File: src/rtl/link_ctrl_if.sv
// Strobe/done handshake bundle between the game-loop sequencer and its drawers.
// The master side is the sequencer; the slave side is the responder/plumbing.
interface link_ctrl_if;
    logic       start;
    logic       map_done;
    logic       draw_done;
    logic       init;
    logic       idle;
    logic       draw_map;
    logic       reg_action;
    logic       apply_action;
    logic       draw_char;
    logic [7:0] frame_count;
    logic       timeout_err;

    modport master (
        input  start, map_done, draw_done,
        output init, idle, draw_map, reg_action, apply_action, draw_char,
               frame_count, timeout_err
    );

    modport slave (
        output start, map_done, draw_done,
        input  init, idle, draw_map, reg_action, apply_action, draw_char,
               frame_count, timeout_err
    );
endinterface

File: src/rtl/link_ctrl.sv
// Game-loop sequencer: paces one map/character update per frame tick and
// issues mutually exclusive strobes to the drawers, with done-wait timeout.
module link_ctrl #(
    parameter int unsigned FRAME_DIV      = 833333,
    parameter int unsigned FRAME_W        = 20,
    parameter int unsigned COLLIDE_CYCLES = 2,
    parameter int unsigned TIMEOUT        = 4095
) (
    input  logic          clock_i,
    input  logic          reset_i,
    link_ctrl_if.master   bus_if
);

    localparam int unsigned WAIT_W  = $clog2(TIMEOUT + 1);
    localparam int unsigned COLL_W  = (COLLIDE_CYCLES > 1) ? $clog2(COLLIDE_CYCLES) : 1;
    localparam int unsigned COUNT_W = 8;

    typedef enum logic [2:0] {
        S_RESET,
        S_INIT,
        S_IDLE,
        S_MAP,
        S_REG,
        S_COLL,
        S_APPLY,
        S_CHAR
    } state_e;

    state_e               state_q, state_d;
    logic [FRAME_W-1:0]   div_q, div_d;
    logic [WAIT_W-1:0]    wait_q, wait_d;
    logic [COLL_W-1:0]    coll_q, coll_d;
    logic [COUNT_W-1:0]   frame_q, frame_d;
    logic                 terr_q, terr_d;

    logic init_q, idle_q, map_q, reg_q, apply_q, char_q;

    logic frame_tick;
    logic wait_expired;
    logic coll_last;

    assign frame_tick   = (div_q == FRAME_W'(FRAME_DIV - 1));
    assign wait_expired = (wait_q == WAIT_W'(TIMEOUT - 1));
    assign coll_last    = (coll_q == COLL_W'(COLLIDE_CYCLES - 1));

    // Next-state and counter update; done inputs only matter in their wait state,
    // and a done arriving on the expiry cycle takes priority over the timeout.
    always_comb begin
        state_d = state_q;
        div_d   = div_q;
        wait_d  = wait_q;
        coll_d  = coll_q;
        frame_d = frame_q;
        terr_d  = terr_q;

        unique case (state_q)
            S_RESET: begin
                div_d = '0;
                if (bus_if.start) begin
                    state_d = S_INIT;
                end
            end

            S_INIT: begin
                state_d = S_IDLE;
            end

            S_IDLE: begin
                if (!bus_if.start) begin
                    div_d   = '0;
                    state_d = S_RESET;
                end else if (frame_tick) begin
                    div_d   = '0;
                    wait_d  = '0;
                    state_d = S_MAP;
                end else begin
                    div_d = div_q + FRAME_W'(1);
                end
            end

            S_MAP: begin
                if (bus_if.map_done) begin
                    state_d = S_REG;
                end else if (wait_expired) begin
                    terr_d  = 1'b1;
                    state_d = S_IDLE;
                end else begin
                    wait_d = wait_q + WAIT_W'(1);
                end
            end

            S_REG: begin
                coll_d  = '0;
                state_d = S_COLL;
            end

            S_COLL: begin
                if (coll_last) begin
                    state_d = S_APPLY;
                end else begin
                    coll_d = coll_q + COLL_W'(1);
                end
            end

            S_APPLY: begin
                wait_d  = '0;
                state_d = S_CHAR;
            end

            S_CHAR: begin
                if (bus_if.draw_done) begin
                    frame_d = frame_q + COUNT_W'(1);
                    state_d = S_IDLE;
                end else if (wait_expired) begin
                    terr_d  = 1'b1;
                    state_d = S_IDLE;
                end else begin
                    wait_d = wait_q + WAIT_W'(1);
                end
            end

            default: begin
                state_d = S_RESET;
            end
        endcase
    end

    // Strobes are registered from the next state so they track state_q exactly
    // and clear asynchronously with reset.
    always_ff @(posedge clock_i or negedge reset_i) begin
        if (!reset_i) begin
            state_q <= S_RESET;
            div_q   <= '0;
            wait_q  <= '0;
            coll_q  <= '0;
            frame_q <= '0;
            terr_q  <= 1'b0;
            init_q  <= 1'b0;
            idle_q  <= 1'b0;
            map_q   <= 1'b0;
            reg_q   <= 1'b0;
            apply_q <= 1'b0;
            char_q  <= 1'b0;
        end else begin
            state_q <= state_d;
            div_q   <= div_d;
            wait_q  <= wait_d;
            coll_q  <= coll_d;
            frame_q <= frame_d;
            terr_q  <= terr_d;
            init_q  <= (state_d == S_INIT);
            idle_q  <= (state_d == S_IDLE);
            map_q   <= (state_d == S_MAP);
            reg_q   <= (state_d == S_REG);
            apply_q <= (state_d == S_APPLY);
            char_q  <= (state_d == S_CHAR);
        end
    end

    assign bus_if.init         = init_q;
    assign bus_if.idle         = idle_q;
    assign bus_if.draw_map     = map_q;
    assign bus_if.reg_action   = reg_q;
    assign bus_if.apply_action = apply_q;
    assign bus_if.draw_char    = char_q;
    assign bus_if.frame_count  = frame_q;
    assign bus_if.timeout_err  = terr_q;

endmodule

File: src/flat_wrapper.sv
// flat-port wrapper written by rule: the top's interface ports become plain ports
module link_ctrl_flat 
#(
    parameter int unsigned FRAME_DIV      = 833333,
    parameter int unsigned FRAME_W        = 20,
    parameter int unsigned COLLIDE_CYCLES = 2,
    parameter int unsigned TIMEOUT        = 4095
)
  (clock_i, reset_i, bus_if_start, bus_if_map_done, bus_if_draw_done, bus_if_init, bus_if_idle, bus_if_draw_map, bus_if_reg_action, bus_if_apply_action, bus_if_draw_char, bus_if_frame_count, bus_if_timeout_err);
  link_ctrl_if bus_if_i ();
  input  logic clock_i;
  input  logic reset_i;
  input wire logic [$bits(bus_if_i.start)-1:0] bus_if_start;
  input wire logic [$bits(bus_if_i.map_done)-1:0] bus_if_map_done;
  input wire logic [$bits(bus_if_i.draw_done)-1:0] bus_if_draw_done;
  output wire logic [$bits(bus_if_i.init)-1:0] bus_if_init;
  output wire logic [$bits(bus_if_i.idle)-1:0] bus_if_idle;
  output wire logic [$bits(bus_if_i.draw_map)-1:0] bus_if_draw_map;
  output wire logic [$bits(bus_if_i.reg_action)-1:0] bus_if_reg_action;
  output wire logic [$bits(bus_if_i.apply_action)-1:0] bus_if_apply_action;
  output wire logic [$bits(bus_if_i.draw_char)-1:0] bus_if_draw_char;
  output wire logic [$bits(bus_if_i.frame_count)-1:0] bus_if_frame_count;
  output wire logic [$bits(bus_if_i.timeout_err)-1:0] bus_if_timeout_err;
  assign bus_if_i.start = bus_if_start;
  assign bus_if_i.map_done = bus_if_map_done;
  assign bus_if_i.draw_done = bus_if_draw_done;
  assign bus_if_init = bus_if_i.init;
  assign bus_if_idle = bus_if_i.idle;
  assign bus_if_draw_map = bus_if_i.draw_map;
  assign bus_if_reg_action = bus_if_i.reg_action;
  assign bus_if_apply_action = bus_if_i.apply_action;
  assign bus_if_draw_char = bus_if_i.draw_char;
  assign bus_if_frame_count = bus_if_i.frame_count;
  assign bus_if_timeout_err = bus_if_i.timeout_err;
  link_ctrl #(.FRAME_DIV(FRAME_DIV), .FRAME_W(FRAME_W), .COLLIDE_CYCLES(COLLIDE_CYCLES), .TIMEOUT(TIMEOUT)) u_core (.clock_i(clock_i), .reset_i(reset_i), .bus_if(bus_if_i));
endmodule
File: config.mk
export PLATFORM = sky130hd
export DESIGN_NAME = link_ctrl_flat
export DESIGN_NICKNAME = d
export VERILOG_FILES = /design/src/rtl/link_ctrl_if.sv /design/src/rtl/link_ctrl.sv /design/src/flat_wrapper.sv
export SDC_FILE = /design/constraint.sdc
export NUM_CORES = 1
export LEC_CHECK = 0
export CAP_MARGIN = 30
export CORE_ASPECT_RATIO = 2
export CORE_MARGIN = 2
export CORE_UTILIZATION = 52
export CTS_CLUSTER_DIAMETER = 50
export DETAILED_ROUTE_END_ITERATION = 6
export PLACE_DENSITY = 0.75
export REMOVE_ABC_BUFFERS = 1
export SYNTH_ARGS = -nofsm -noshare
export SYNTH_HDL_FRONTEND = slang
export SYNTH_SLANG_ARGS = --single-unit
File: constraint.sdc
create_clock -name clock_i -period 1.9 [get_ports clock_i]
set_clock_uncertainty 0.1 [all_clocks]
set_input_delay 0.57 -clock clock_i [delete_from_list [all_inputs] [get_ports clock_i]]
set_output_delay 0.57 -clock clock_i [all_outputs]
set_load 0.02 [all_outputs]
# Word-level counts from Yosys, hierarchy flattened
# Cells that the tools add are included.
# Widths: inputs -> output; s select.
[totals]
ff_bits = 51
in_bits = 5
elab_cells = 66
[classes]
add_sub_neg = 4
n_eq_ne = 19
n_mux = 23
n_reduce_logical = 8
[op_table]
columns = ["cell", "n"]
rows = [
  ["$mux 12", 5],
  ["$pmux 12 s4", 1],
  ["$mux 20", 2],
  ["$pmux 20 s2", 1],
  ["$pmux 3 s8", 1],
  ["$eq 3x3->1 const B", 7],
  ["$mux 3", 7],
  ["$add 20x1->20 const B", 1],
  ["$eq 20x20->1 const B", 1],
  ["$add 12x1->12 const B", 1],
  ["$eq 12x12->1 const B", 1],
  ["$eq 3x2->1 const B", 4],
  ["$add 8x1->8 const B", 1],
  ["$eq 3x1->1 const B", 2],
  ["$ne 2x2->1 const B", 3],
  ["$reduce_bool 2->1", 3],
  ["$reduce_and 5->1", 1],
  ["$mux 1", 4],
  ["$pmux 1 s2", 2],
  ["$reduce_bool 4->1", 1],
  ["$logic_not 3->1", 1],
  ["$reduce_and 3->1", 1],
  ["$ne 2x1->1 const B", 1],
  ["$reduce_and 2->1", 1],
  ["$add 1x1->1 const B", 1],
]

# Depth between registers and ports, before layout
[logic_depth]
word_depth = 5
mapped_depth = 8
depth_no_buf = 7

# Least setup slack after synthesis
# Ideal clock, no wire load.
[synth_timing]
path_type = "flip-flop to flip-flop"
start = "register u_core.div_q[7]"
end = "register u_core.div_q[18]"
t_arrival_ps = 1867
setup_slack_ps = -186
stages_incl_launch_ff = 7
path_cell_list = "dfrtp_1 or4b_4 nor4_4 a21oi_2 buf_6 a32o_1 a31o_1"
[synth_via]
elab_chain_len = 4
word_cells_on_any_way = 5
[synth_lines]
columns = ["element", "line_no", "source"]
rows = [
  ["start: declaration", "link_ctrl.sv:30", "logic [FRAME_W-1:0] div_q, div_d;"],
  ["start signal: assignment", "link_ctrl.sv:146", "div_q <= div_d;"],
  ["$add 20x1->20 / $eq 20x20->1 (equally long branches)", "link_ctrl.sv:77, link_ctrl.sv:42", ""],
  ["$mux 20 (*)", "link_ctrl.sv:72", "end else if (frame_tick) begin"],
  ["$mux 20 (*)", "link_ctrl.sv:69", "if (!bus_if.start) begin"],
  ["$pmux 20 s2 (*)", "link_ctrl.sv:56", "unique case (state_q)"],
]
# Every way passes the cells marked *; elsewhere a longest branch is shown, timed or not.
# A chain may end at the register's enable or synchronous reset.

# Final worst setup path
[layout_timing]
start = "register u_core.div_q[6]"
end = "register u_core.div_q[18]"
# Same word-level chain as after synthesis.

==> run_results.csv <==
group,metric,value,unit
global_routing,grt_util_met1,33.49,%
global_routing,grt_util_met3,2.975,%
power_and_ir_drop,total_power_divided_by_cell_area,1102,nW/µm²
sta,timing.max_slew.rel_slack,79.17,%
clock_network,cts-root-to-sink-buffers,2,
critical_path,setup.worst_path.start_class,"register",
power_and_ir_drop,internal_power,2.455,mW
critical_path,cp_data_arrival_time,2.20,ns
placed_design,place.detailed.instances,396,
critical_path,crit_path_start,"u_core.div_q[6]",
synthesis,synth.area.top_cells,"sky130_fd_sc_hd__dfrtp_1, sky130_fd_sc_hd__nor2_1, sky130_fd_sc_hd__nand3_1",
synthesis,postSynthRegisterBits,51,
critical_path,crit_family,"simple AND/OR/NAND/NOR gates",
critical_path,crit_cells,6,
floorplan,die_h,105.7,µm
critical_path,critPathKind,"reg -> reg",
sta,fmax,0.4783,GHz
synthesis,ys_types,51,
layout,finish.instance_area,3741,µm²
clock_network,root_buffer,"sky130_fd_sc_hd__clkbuf_8",
power_and_ir_drop,power.share.switching,40.47,%
synthesis,share_of_synthesized_registers_carrying_an_async_set_or_reset,100.0,%
synthesis,synth_seq_area_share,47.46,%
synthesis,synth_top_area_share,47.46,%
clock_network,clock-sinks,51,
floorplan,placementRows,37,
critical_path,endpoint_kind,"register",
sta,finalWorstPathRequiredPeriod,2.091,ns
critical_path,cp_slowest_stage_delay,0.58,ns
synthesis,post_synth_edffs,0,
critical_path,number_of_buffers_and_inverters_on_the_critical_path,1,
clock_network,h_tree_depth_reported_by_cts,2,
detailed_routing,detail_route.wirelength,7.501,mm
global_routing,grt_pass1_wl,11.61,mm
layout,antenna_cells,0,
synthesis,yosysMostFrequentCell,"sky130_fd_sc_hd__dfrtp_1",
detailed_routing,first_pass_iters,4,
synthesis,synth_ff_type,"sky130_fd_sc_hd__dfrtp_1",
layout,syn_to_final_growth,39.13,%
sta,final_worst_path_setup_slack,-0.1908,ns
floorplan,core_area,5046,µm²
hold_path,worstHoldPathType,"reg -> reg",
detailed_routing,antenna_violating_nets_post_route,0,
status,outcome,"complete, but fails checks",
detailed_routing,detail_route.vias_per_cell,5.974,
floorplan,die_w,54.85,µm
detailed_routing,vias,2503,
flow_run,maxCapViolations,0,
power_and_ir_drop,ir_drop,0.0008912,V
placed_design,port-buffer-count,19,
power_and_ir_drop,clkPwrFrac,16.7,%
synthesis,synth_commonest_cells,"sky130_fd_sc_hd__dfrtp_1, sky130_fd_sc_hd__nor2_1, sky130_fd_sc_hd__nand2_1, sky130_fd_sc_hd__nand3_1",
layout,fraction_of_final_layout_cells_sized_beyond_drive_strength_1,37.12,%
floorplan,full_die_area,5797,µm²
clock_network,inserted_clock_buffers,5,
layout,final_core_utilization,74.14,%
detailed_routing,detail_route.iter0.violations,88,
clock_network,tritoncts,"yes",
global_routing,globalRoute.busiestLayer,"met2",
global_routing,antenna_violations_before_repair,0,
global_routing,grt_remaining_overflow,0,
global_routing,use_met2,44.73,%
placed_design,globalplace.congestion,0.8956,
status,violations,"setup timing",
power_and_ir_drop,power.combinational.fraction,49.4,%
sta,timing.final.setup_violations,35,
synthesis,synth_top_area_cell,"sky130_fd_sc_hd__dfrtp_1",
placed_design,post_dp_cell_area,3357,µm²
synthesis,synth-warning-count,0,
synthesis,synth_area_per_cell,10.03,µm²
clock_network,worst_setup_hold_path_clk_slew,0.11,ns
global_routing,pin_count_of_the_biggest_net_entering_global_routing,45,
power_and_ir_drop,sequentialPowerShare,33.9,%
floorplan,pin_count,20,
critical_path,timing.critical_path.slowest_stage_cell,"sky130_fd_sc_hd__or4b_4",
critical_path,path_cells,"or4b_4 > nor4_4 > buf_4 > a21oi_4 > a32o_1 > a31o_1",
sta,timing_worst_slew_pin_value,0.3124,ns
power_and_ir_drop,total_switching_power,1.669,mW
critical_path,timing.critical_path.required,2.00,ns
critical_path,worstRegToRegCells,6,
critical_path,cp_max_fo,5,
critical_path,worstReg2RegEnd,"u_core.div_q[18]",
clock_network,clock_insertion_delay_worst_skew,0.31,ns
sta,share_of_the_clock_period_used_by_the_worst_path,110.0,%
sta,unrepaired_setup_endpoints_after_global_routing,"yes",
sta,final_hold_viol_count,0,
global_routing,grt.total_usage,26.88,%
layout,instances_no_fill,419,
synthesis,synthCells,268,
layout,finalNetCount,370,
sta,slew_viol_final,0,
critical_path,worstSetupEndpoint,"u_core.div_q[18]",
synthesis,netlist_area,2689,µm²
critical_path,regToRegStartpoint,"u_core.div_q[6]",
power_and_ir_drop,static-leakage-power,1.784,nW
critical_path,reg2reg_setup_slack,-0.19,ns
global_routing,first_global_vias,2505,
detailed_routing,wl_per_cell,17.90,µm
detailed_routing,drc_errors,0,
floorplan,floorplan.initialDensity,53.29,%
placed_design,dp_hpwl,4.652,mm
through the flow:
step / setup WS [ns] / hold slack (ns) / power, mW / TNS [ns]
detailed placement: -0.3866 / 0.3271 / 3.126 / -9.443
global route: -0.2343 / 0.4121 / 4.326 / -5.655
CTS: -0.09008 / 0.3913 / 3.952 / -0.3428
finish: -0.1908 / 0.3830 / 4.124 / -4.170
floorplan: -0.2789 / 0.1744 / 2.262 / -4.957
global placement: -0.3533 / 0.3233 / 3.051 / -8.954
power by group through the flow:
stage	registers (mW)	logic, mW	clock network [mW]
2_1_floorplan	1.52	0.739	0
3_3_place_gp	1.39	1.66	0
3_5_place_dp	1.41	1.72	0
4_1_cts	1.38	1.87	0.693
5_1_grt	1.41	2.18	0.731
6_report	1.40	2.04	0.689
worst min-delay path by stage:
stage / start / end / slack (ns) / cells past startpoint
after detailed placement: reset_i / u_core.bus_if.frame_count[0] / 0.33 / 1
after floorplan: reset_i / u_core.bus_if.apply_action / 0.17 / 0
final: u_core.bus_if.frame_count[7] / u_core.bus_if.frame_count[7] / 0.38 / 1
after global routing: u_core.bus_if.frame_count[7] / u_core.bus_if.frame_count[7] / 0.41 / 1
after CTS: u_core.bus_if.frame_count[7] / u_core.bus_if.frame_count[7] / 0.39 / 1
after global placement: reset_i / u_core.bus_if.frame_count[0] / 0.32 / 1
registers in the layout (all words and copies together) (netlist names):
name and cells:
u_core.bus_if.frame_count 8, u_core.div_q 20, u_core.bus_if.draw_map 1, u_core.bus_if.idle 1, u_core.bus_if.draw_char 1, u_core.bus_if.apply_action 1
u_core.wait_q 12, u_core.state_q 3, u_core.bus_if.init 1, u_core.coll_last 1, u_core.bus_if.reg_action 1, u_core.bus_if.timeout_err 1
cell type report:
class | count | area, µm²
clock buffers | 6 | 82.58
clock inverters | 2 | 16.27
fillers | 358 | 1305
inverters | 7 | 26.28
multi-input cells | 202 | 1496
flip-flops and latches | 51 | 1276
well taps | 58 | 72.57
repair buffers | 93 | 770.7
logic make-up after synthesis:
family / after synthesis / share of synthesized area (%)
muxes: 2 / 0.8375
xor gates and xnor gates: 20 / 6.515
AOI/OAI and AO/OA: 50 / 14.66
adders and majority gates: 5 / 2.327
and+or+nand+nor: 123 / 24.99
buffers and inverters: 17 / 3.211
DFF: 51 / 47.46
cell usage in the layout (no fill, tap or decap), drive strengths merged, types with 7 or more instances in the layout:
cell type    synthesis  layout
a21oi               13      14
dfrtp               51      51
o21ai                8       8
inv                  7       7
xnor2               12      12
buf                  8      74
nand3               21      21
nor2                30      30
nand2               24      24
a41oi                7       7
xor2                 8       8
dlygate4sd2          0      15
nor3                 9       9
repair_timing:
action,4_1_cts,5_1_grt
hold buffers,1,0
resized for setup,38,30
hold endpoints to repair,7,0
endpoints found under the setup margin,49,34
buffers inserted,6,6
cloned,3,0
pin swaps,14,17
per-layer routing:
metal | vias to the layer above | part of all wire (%)
met5 | - | 0
li1 | 1151 | -
met4 | 0 | 3.1
met1 | 1250 | 39
met3 | 22 | 3.8
met2 | 80 | 54
worst reg2reg max path, delay by kind of cell, from the launching register on:
kind / cells / cell delay, ns
DFF: 1 / 0.42
buffers and inverters: 1 / 0.19
and+or+nand+nor: 2 / 0.76
AOI/OAI and AO/OA: 3 / 0.51
Note: power is estimated with default switching activity, not from simulation.
